==> config.mk <==
export PLATFORM = sky130hd
export DESIGN_NAME = div_sched_flat
export DESIGN_NICKNAME = d
export VERILOG_FILES = /design/src/rtl/div_sched_if.sv /design/src/rtl/div_sched.sv /design/src/flat_wrapper.sv
export SDC_FILE = /design/constraint.sdc
export NUM_CORES = 1
export LEC_CHECK = 0
export BUFFER_PORTS_ARGS = -buffer_cell sky130_fd_sc_hd__buf_2
export CAP_MARGIN = 20
export CORE_AREA = 2 2 168 186
export DETAILED_ROUTE_END_ITERATION = 8
export DIE_AREA = 0 0 170 188
export SLEW_MARGIN = 20
export SYNTH_ARGS = -nofsm -noshare
export SYNTH_HDL_FRONTEND = slang
export SYNTH_SLANG_ARGS = --single-unit
==> constraint.sdc <==
create_clock -name clk -period 6.35 [get_ports clk]
set_input_delay 1.27 -clock clk [delete_from_list [all_inputs] [get_ports clk]]
set_output_delay 1.27 -clock clk [all_outputs]
set_load 0.005 [all_outputs]
==> src/rtl/div_sched_if.sv <==
// Handshake between the execute stage and the iterative divide sequencer.
// Stage E drives the request side; the divider returns stall, result strobe and HI/LO.
interface div_sched_if #(
  parameter int unsigned WIDTH = 32
);
  logic             startE;
  logic             signedE;
  logic [WIDTH-1:0] dividendE;
  logic [WIDTH-1:0] divisorE;
  logic             annul;
  logic             div_stall;
  logic             result_valid;
  logic [WIDTH-1:0] hi;
  logic [WIDTH-1:0] lo;

  modport master (
    output startE, signedE, dividendE, divisorE, annul,
    input  div_stall, result_valid, hi, lo
  );

  modport slave (
    input  startE, signedE, dividendE, divisorE, annul,
    output div_stall, result_valid, hi, lo
  );
endinterface

==> src/rtl/div_sched.sv <==
// Radix-2 restoring divide sequencer for DIV/DIVU: stalls the pipeline while
// iterating one quotient bit per cycle, then pulses result_valid with HI/LO.
module div_sched #(
  parameter int unsigned WIDTH = 32,
  parameter int unsigned CNT_W = 5
) (
  input  logic         clk,
  input  logic         rst,
  div_sched_if.slave   bus
);

  typedef enum logic [1:0] {IDLE, BUSY, ZERO, DONE} state_e;

  state_e           state_q, state_d;
  logic [CNT_W-1:0] cnt_q, cnt_d;
  logic [WIDTH-1:0] rem_q, rem_d;
  logic [WIDTH-1:0] quot_q, quot_d;
  logic [WIDTH-1:0] dvs_q, dvs_d;
  logic             qneg_q, qneg_d;
  logic             rneg_q, rneg_d;
  logic [WIDTH-1:0] hi_q, hi_d;
  logic [WIDTH-1:0] lo_q, lo_d;
  logic             rv_q, rv_d;

  logic [WIDTH:0]   rem_sh;
  logic [WIDTH:0]   diff;
  logic             a_neg;
  logic             b_neg;

  // Next-state and datapath for the sequencer.
  always_comb begin
    state_d = state_q;
    cnt_d   = cnt_q;
    rem_d   = rem_q;
    quot_d  = quot_q;
    dvs_d   = dvs_q;
    qneg_d  = qneg_q;
    rneg_d  = rneg_q;
    hi_d    = hi_q;
    lo_d    = lo_q;
    rv_d    = 1'b0;

    // Extra top bit makes the trial-subtract borrow unambiguous.
    rem_sh = {rem_q, quot_q[WIDTH-1]};
    diff   = rem_sh - {1'b0, dvs_q};
    a_neg  = bus.signedE & bus.dividendE[WIDTH-1];
    b_neg  = bus.signedE & bus.divisorE[WIDTH-1];

    unique case (state_q)
      IDLE: begin
        if (bus.startE && !bus.annul) begin
          rem_d = '0;
          cnt_d = '0;
          if (bus.divisorE != '0) begin
            quot_d  = a_neg ? (~bus.dividendE + 1'b1) : bus.dividendE;
            dvs_d   = b_neg ? (~bus.divisorE + 1'b1) : bus.divisorE;
            qneg_d  = a_neg ^ b_neg;
            rneg_d  = a_neg;
            state_d = BUSY;
          end else begin
            quot_d  = bus.dividendE;
            qneg_d  = 1'b0;
            rneg_d  = 1'b0;
            state_d = ZERO;
          end
        end
      end
      BUSY: begin
        if (bus.annul) begin
          cnt_d   = '0;
          state_d = IDLE;
        end else begin
          rem_d  = diff[WIDTH] ? rem_sh[WIDTH-1:0] : diff[WIDTH-1:0];
          quot_d = {quot_q[WIDTH-2:0], ~diff[WIDTH]};
          cnt_d  = cnt_q + 1'b1;
          if (cnt_q == CNT_W'(WIDTH - 1)) begin
            state_d = DONE;
            rv_d    = 1'b1;
            lo_d    = qneg_q ? (~quot_d + 1'b1) : quot_d;
            hi_d    = rneg_q ? (~rem_d + 1'b1) : rem_d;
          end
        end
      end
      ZERO: begin
        if (bus.annul) begin
          state_d = IDLE;
        end else begin
          state_d = DONE;
          rv_d    = 1'b1;
          lo_d    = '1;
          hi_d    = quot_q;
        end
      end
      DONE: begin
        cnt_d   = '0;
        state_d = IDLE;
      end
      default: state_d = IDLE;
    endcase
  end

  always_ff @(posedge clk or posedge rst) begin
    if (rst) begin
      state_q <= IDLE;
      cnt_q   <= '0;
      rem_q   <= '0;
      quot_q  <= '0;
      dvs_q   <= '0;
      qneg_q  <= 1'b0;
      rneg_q  <= 1'b0;
      hi_q    <= '0;
      lo_q    <= '0;
      rv_q    <= 1'b0;
    end else begin
      state_q <= state_d;
      cnt_q   <= cnt_d;
      rem_q   <= rem_d;
      quot_q  <= quot_d;
      dvs_q   <= dvs_d;
      qneg_q  <= qneg_d;
      rneg_q  <= rneg_d;
      hi_q    <= hi_d;
      lo_q    <= lo_d;
      rv_q    <= rv_d;
    end
  end

  // Stall must drop in DONE so the divide can advance to M.
  assign bus.div_stall    = (((state_q == IDLE) & bus.startE) | (state_q == BUSY) |
                             (state_q == ZERO)) & ~bus.annul;
  assign bus.result_valid = rv_q;
  assign bus.hi           = hi_q;
  assign bus.lo           = lo_q;

endmodule
==> src/flat_wrapper.sv <==
// flat-port wrapper written by rule: the top's interface ports become plain ports
module div_sched_flat 
#(
  parameter int unsigned WIDTH = 32,
  parameter int unsigned CNT_W = 5
)
  (clk, rst, bus_startE, bus_signedE, bus_dividendE, bus_divisorE, bus_annul, bus_div_stall, bus_result_valid, bus_hi, bus_lo);
  div_sched_if #(.WIDTH(WIDTH)) bus_i ();
  input  logic clk;
  input  logic rst;
  input wire logic [$bits(bus_i.startE)-1:0] bus_startE;
  input wire logic [$bits(bus_i.signedE)-1:0] bus_signedE;
  input wire logic [$bits(bus_i.dividendE)-1:0] bus_dividendE;
  input wire logic [$bits(bus_i.divisorE)-1:0] bus_divisorE;
  input wire logic [$bits(bus_i.annul)-1:0] bus_annul;
  output wire logic [$bits(bus_i.div_stall)-1:0] bus_div_stall;
  output wire logic [$bits(bus_i.result_valid)-1:0] bus_result_valid;
  output wire logic [$bits(bus_i.hi)-1:0] bus_hi;
  output wire logic [$bits(bus_i.lo)-1:0] bus_lo;
  assign bus_i.startE = bus_startE;
  assign bus_i.signedE = bus_signedE;
  assign bus_i.dividendE = bus_dividendE;
  assign bus_i.divisorE = bus_divisorE;
  assign bus_i.annul = bus_annul;
  assign bus_div_stall = bus_i.div_stall;
  assign bus_result_valid = bus_i.result_valid;
  assign bus_hi = bus_i.hi;
  assign bus_lo = bus_i.lo;
  div_sched #(.WIDTH(WIDTH), .CNT_W(CNT_W)) u_core (.clk(clk), .rst(rst), .bus(bus_i));
endmodule
==> summary.md <==
| Metric | Value |
|---|---|
| Status | `completed` |
| Hold buffer count at CTS | `0` |
| Most used cells in the layout excluding fill and tap cells | `nand2_1 (208), dfrtp_1 (170), o21ai_0 (160), a21oi_1 (159), nor2_1 (145)` |
| Cell row count | `67` |
| Total Routing Usage GR | `23.84%` |
| WHS Endpoint | `u_core.bus.hi[4]$_DFFE_PP0P_` |
| Routability Congestion | `0.9083` |
| Required time reported for the critical path endpoint | `6720 ps` |
| Initial antenna violation count | `0` |
| RSZ-0062 raised after global routing | `no` |
| Slowest cell delay on critical path | `590 ps` |
| Commonest register cell after synthesis | `dfrtp_1` |
| Routed wire length per instance | `18.33 um` |
| DRT iter0 DRCs | `789` |
| Number of vias in the routed layout | `11640` |
| Worst-case register-to-register setup slack | `730 ps` |
| Die width | `170 um` |
| Critical path's slowest cell | `nor4b_1` |
| Final ANT Viol Nets | `0` |
| Design internal power | `3.190 mW` |
| Max-cap viol count | `0` |
| Actual transition at the worst max-transition pin | `995.3 ps` |
| CP delay by family, top | `compound AO/OA/AOI/OAI gates` |
| Maximum ir drop on the vdd rail | `0.0002218 V` |
| H-tree depth | `4` |
| DRT Wirelength | `37490 um` |
| Number of buffers inserted during clock tree synthesis | `17` |
| Hold Path Class | `reg -> reg` |
| Data arrival time of the critical path | `5990 ps` |
| Die ar. | `0.03196 mm2` |
| Number of enable flip-flop cells after synthesis | `0` |
| Switching share of power | `44.96%` |
| Net count after synthesis | `1687` |
| Final clock period utilization by the worst path | `88.56%` |
| Layout Utilization | `46.51%` |
| Cell count after synthesis | `1576` |
| Critical path startpoint category | `flip-flop` |
| Pin count of the biggest net entering global routing | `64` |
| Count of state elements after synthesis | `170` |
| Reported net switching power | `2.607 mW` |
| Sequential element share of the synthesized area | `34.05%` |
| Initial cell density of the core | `41.39%` |
| Net count of the finished layout | `1764` |
| DP Wirelength | `28350 um` |
| Max frequency | `177.8 MHz` |
| Global-route wire length before repair | `60480 um` |
| Reg2reg path depth | `19` |
| Hold Vio Cnt, Final | `0` |
| Clock latency of the later-clocked register in the worst-skew pair | `430 ps` |
| Root buffer cell | `clkbuf_16` |
| Clock share of power | `18.9%` |
| Most common cell after layout, fill and taps aside | `nand2_1` |
| Reg clk slew, reported paths | `70 ps` |
| Share of total power in sequential cells | `32.7%` |
| Worst Skew | `7.658 ps` |
| Part of the total power dissipated in combinational logic | `48.4%` |
| Number of iterations in the first detailed-routing pass | `5` |
| Number of sinks driven by the clock tree | `170` |
| WHS Path Cells | `2` |
| Number of filler instances in the final layout | `3041` |
| YS warnings | `0` |
| Buf+Inv Stages, Crit Path | `2` |
| TritonCTS clock tree | `built` |
| Setup TNS after final layout | `0 ps` |
| Buffer levels on the longest clock path | `2` |
| Final setup violation count | `0` |
| Std-Cell Core Area | `0.03018 mm2` |
| Launch instance of the worst register-to-register path | `u_core.quot_q[31]$_DFFE_PP0P_` |
| IO Port Bufs | `134` |
| Reg-to-reg endpoint | `u_core.bus.hi[30]$_DFFE_PP0P_` |
| Count of buffers added by post-CTS timing repair for setup | `0` |
| Mean area per synthesized cell | `7.926 um2` |
| Leakage power total | `6.091 nW` |
| Floorplan die height | `188 um` |
| Remaining routing DRC violations | `0` |
| Critical Path Sink Type | `flip-flop` |
| Diodes inserted | `0` |
| Most repeated library cell on the critical path | `a211o_1` |
| Synthesis-to-layout area growth | `12.37%` |
| Startpoint of the most critical hold path | `u_core.bus.hi[4]$_DFFE_PP0P_` |
| Via count of the first global-routing pass | `11090` |
| Shortest clock period the worst path allows after layout | `5623 ps` |
| Cells resized by post-CTS repair | `0` |
| Max-slew violation total from the final report | `0` |
| Netlist cell types | `77` |
| I/O pins | `135` |
| Max FO, Critical Path | `5` |
| Startpoint-to-endpoint class of the critical path | `reg -> reg` |
| Post-Synthesis Cell Area | `0.01249 mm2` |
| Worst slew slack as a fraction of its limit | `33.49%` |
| Via count normalized by instance count | `5.693` |
| Crit-path cells | `inv_1 -> ha_1 -> fa_1 -> nand2b_1 -> a211o_1 -> a211oi_2 -> a211o_1 -> o2111ai_1 -> o21ai_4 -> inv_2 -> a21oi_1 -> ha_1 -> nand2_1 -> nor4b_1 -> nand3_1 -> o41a_1 -> or4_1 -> a211o_1 -> nand3_1` |
| Post-synth ARST share | `100.0%` |
| Ratio of cells with drive above 1 in the final layout | `13.33%` |
| Power per cell area | `413.0 mW/mm2` |
| Residual overflow from global routing | `0` |
-- cell type report --
cell class              count  area [um2]  share of cell area (%)
clock buffers              20       446.7                   3.182
well taps                 379       474.2                   3.378
flip-flops and latches    170        4254                   30.31
multi-input cells        1256        7690                   54.78
inverters                  59       226.5                   1.613
repair buffers            149       783.3                   5.580
clock inverters            12       162.7                   1.159
-- sequential cells by signal (all words and copies together), names as in the netlist --
register                 count
u_core.state_q               2
u_core.bus.hi               32
u_core.rem_q                32
u_core.bus.lo               32
u_core.dvs_q                32
u_core.quot_q               32
u_core.bus.result_valid      1
u_core.qneg_q                1
u_core.rneg_q                1
u_core.cnt_q                 5
-- cell usage after synthesis (all sizes together) (12+ instances only) --
master / n / area [um2]
a21o: 13 / 97.59
a21oi: 164 / 835.8
and2: 13 / 81.33
and3: 12 / 75.07
buf: 24 / 116.4
clkbuf: 67 / 251.5
dfrtp: 170 / 4254
ha: 41 / 513.0
inv: 59 / 221.5
mux2i: 38 / 380.4
nand2: 208 / 780.8
nand2b: 16 / 100.1
nand3: 27 / 135.1
nor2: 148 / 555.5
nor3: 41 / 215.2
nor4: 14 / 87.58
o21a: 14 / 105.1
o21ai: 170 / 858.3
o31ai: 23 / 177.7
o41ai: 15 / 131.4
or3: 15 / 93.84
or4: 12 / 93.84
xnor2: 61 / 534.3
xor2: 77 / 674.4
-- worst reg2reg max path, stage by stage, from the launching register on --
cell and delay, ps:
dfrtp_1 380, inv_1 90, ha_1 230, fa_1 400, nand2b_1 190, a211o_1 340
a211oi_2 340, a211o_1 280, o2111ai_1 240, o21ai_4 150, inv_2 90, a21oi_1 290
ha_1 290, nand2_1 70, nor4b_1 590, nand3_1 170, o41a_1 480, or4_1 550
a211o_1 310, nand3_1 60
-- worst max path at each step --
stage | startpoint | end | slack, ps | cells past startpoint
5_1_grt | u_core.quot_q[31]$_DFFE_PP0P_ | u_core.bus.hi[30]$_DFFE_PP0P_ | 470 | 19
2_1_floorplan | rst | u_core.bus.hi[0]$_DFFE_PP0P_ | 480 | 1
4_1_cts | u_core.quot_q[31]$_DFFE_PP0P_ | u_core.bus.hi[30]$_DFFE_PP0P_ | 770 | 19
3_5_place_dp | u_core.quot_q[31]$_DFFE_PP0P_ | u_core.bus.hi[30]$_DFFE_PP0P_ | 800 | 19
6_report | u_core.quot_q[31]$_DFFE_PP0P_ | u_core.bus.hi[30]$_DFFE_PP0P_ | 730 | 19
3_3_place_gp | u_core.quot_q[31]$_DFFE_PP0P_ | u_core.bus.hi[30]$_DFFE_PP0P_ | 950 | 19
-- layer usage --
metal / share of wire [%] / track usage, %
met4: 2.3 / 6.772
met3: 4.9 / 3.271
met5: 0 / 0
met2: 46 / 38.37
met1: 47 / 33.50
-- power by group through the flow --
stage,sequential [mW],combinational [mW],clock [mW]
global route,1.94,3.15,1.17
CTS,1.89,2.79,1.12
global placement,1.90,2.75,0
finish,1.89,2.81,1.10
floorplan,1.72,2.06,0
detailed placement,1.91,2.77,0
-- logic make-up after synthesis --
group | share of synthesized area (%)
and+or+nand+nor | 19.98
muxes | 3.766
buffers and inverters | 4.718
adders and majority gates | 4.267
DFF | 34.05
AOI/OAI and AO/OA | 23.54
xor gates and xnor gates | 9.675
-- stage by stage --
stage / cell area [um2] / setup slack (ps) / hold slack [ps] / cells / total power, mW
2_1_floorplan: 12490 / 476.6 / 445.3 / 1576 / 3.782
3_3_place_gp: 13430 / 948.6 / 461.5 / 2013 / 4.644
3_5_place_dp: 13430 / 800.4 / 468.7 / 2013 / 4.681
4_1_cts: 14040 / 769.3 / 483.5 / 2045 / 5.801
5_1_grt: 14040 / 465.3 / 511.9 / 2045 / 6.253
6_report: 14040 / 726.6 / 475.0 / 2045 / 5.797
Note: power is estimated with default switching activity, not from simulation.
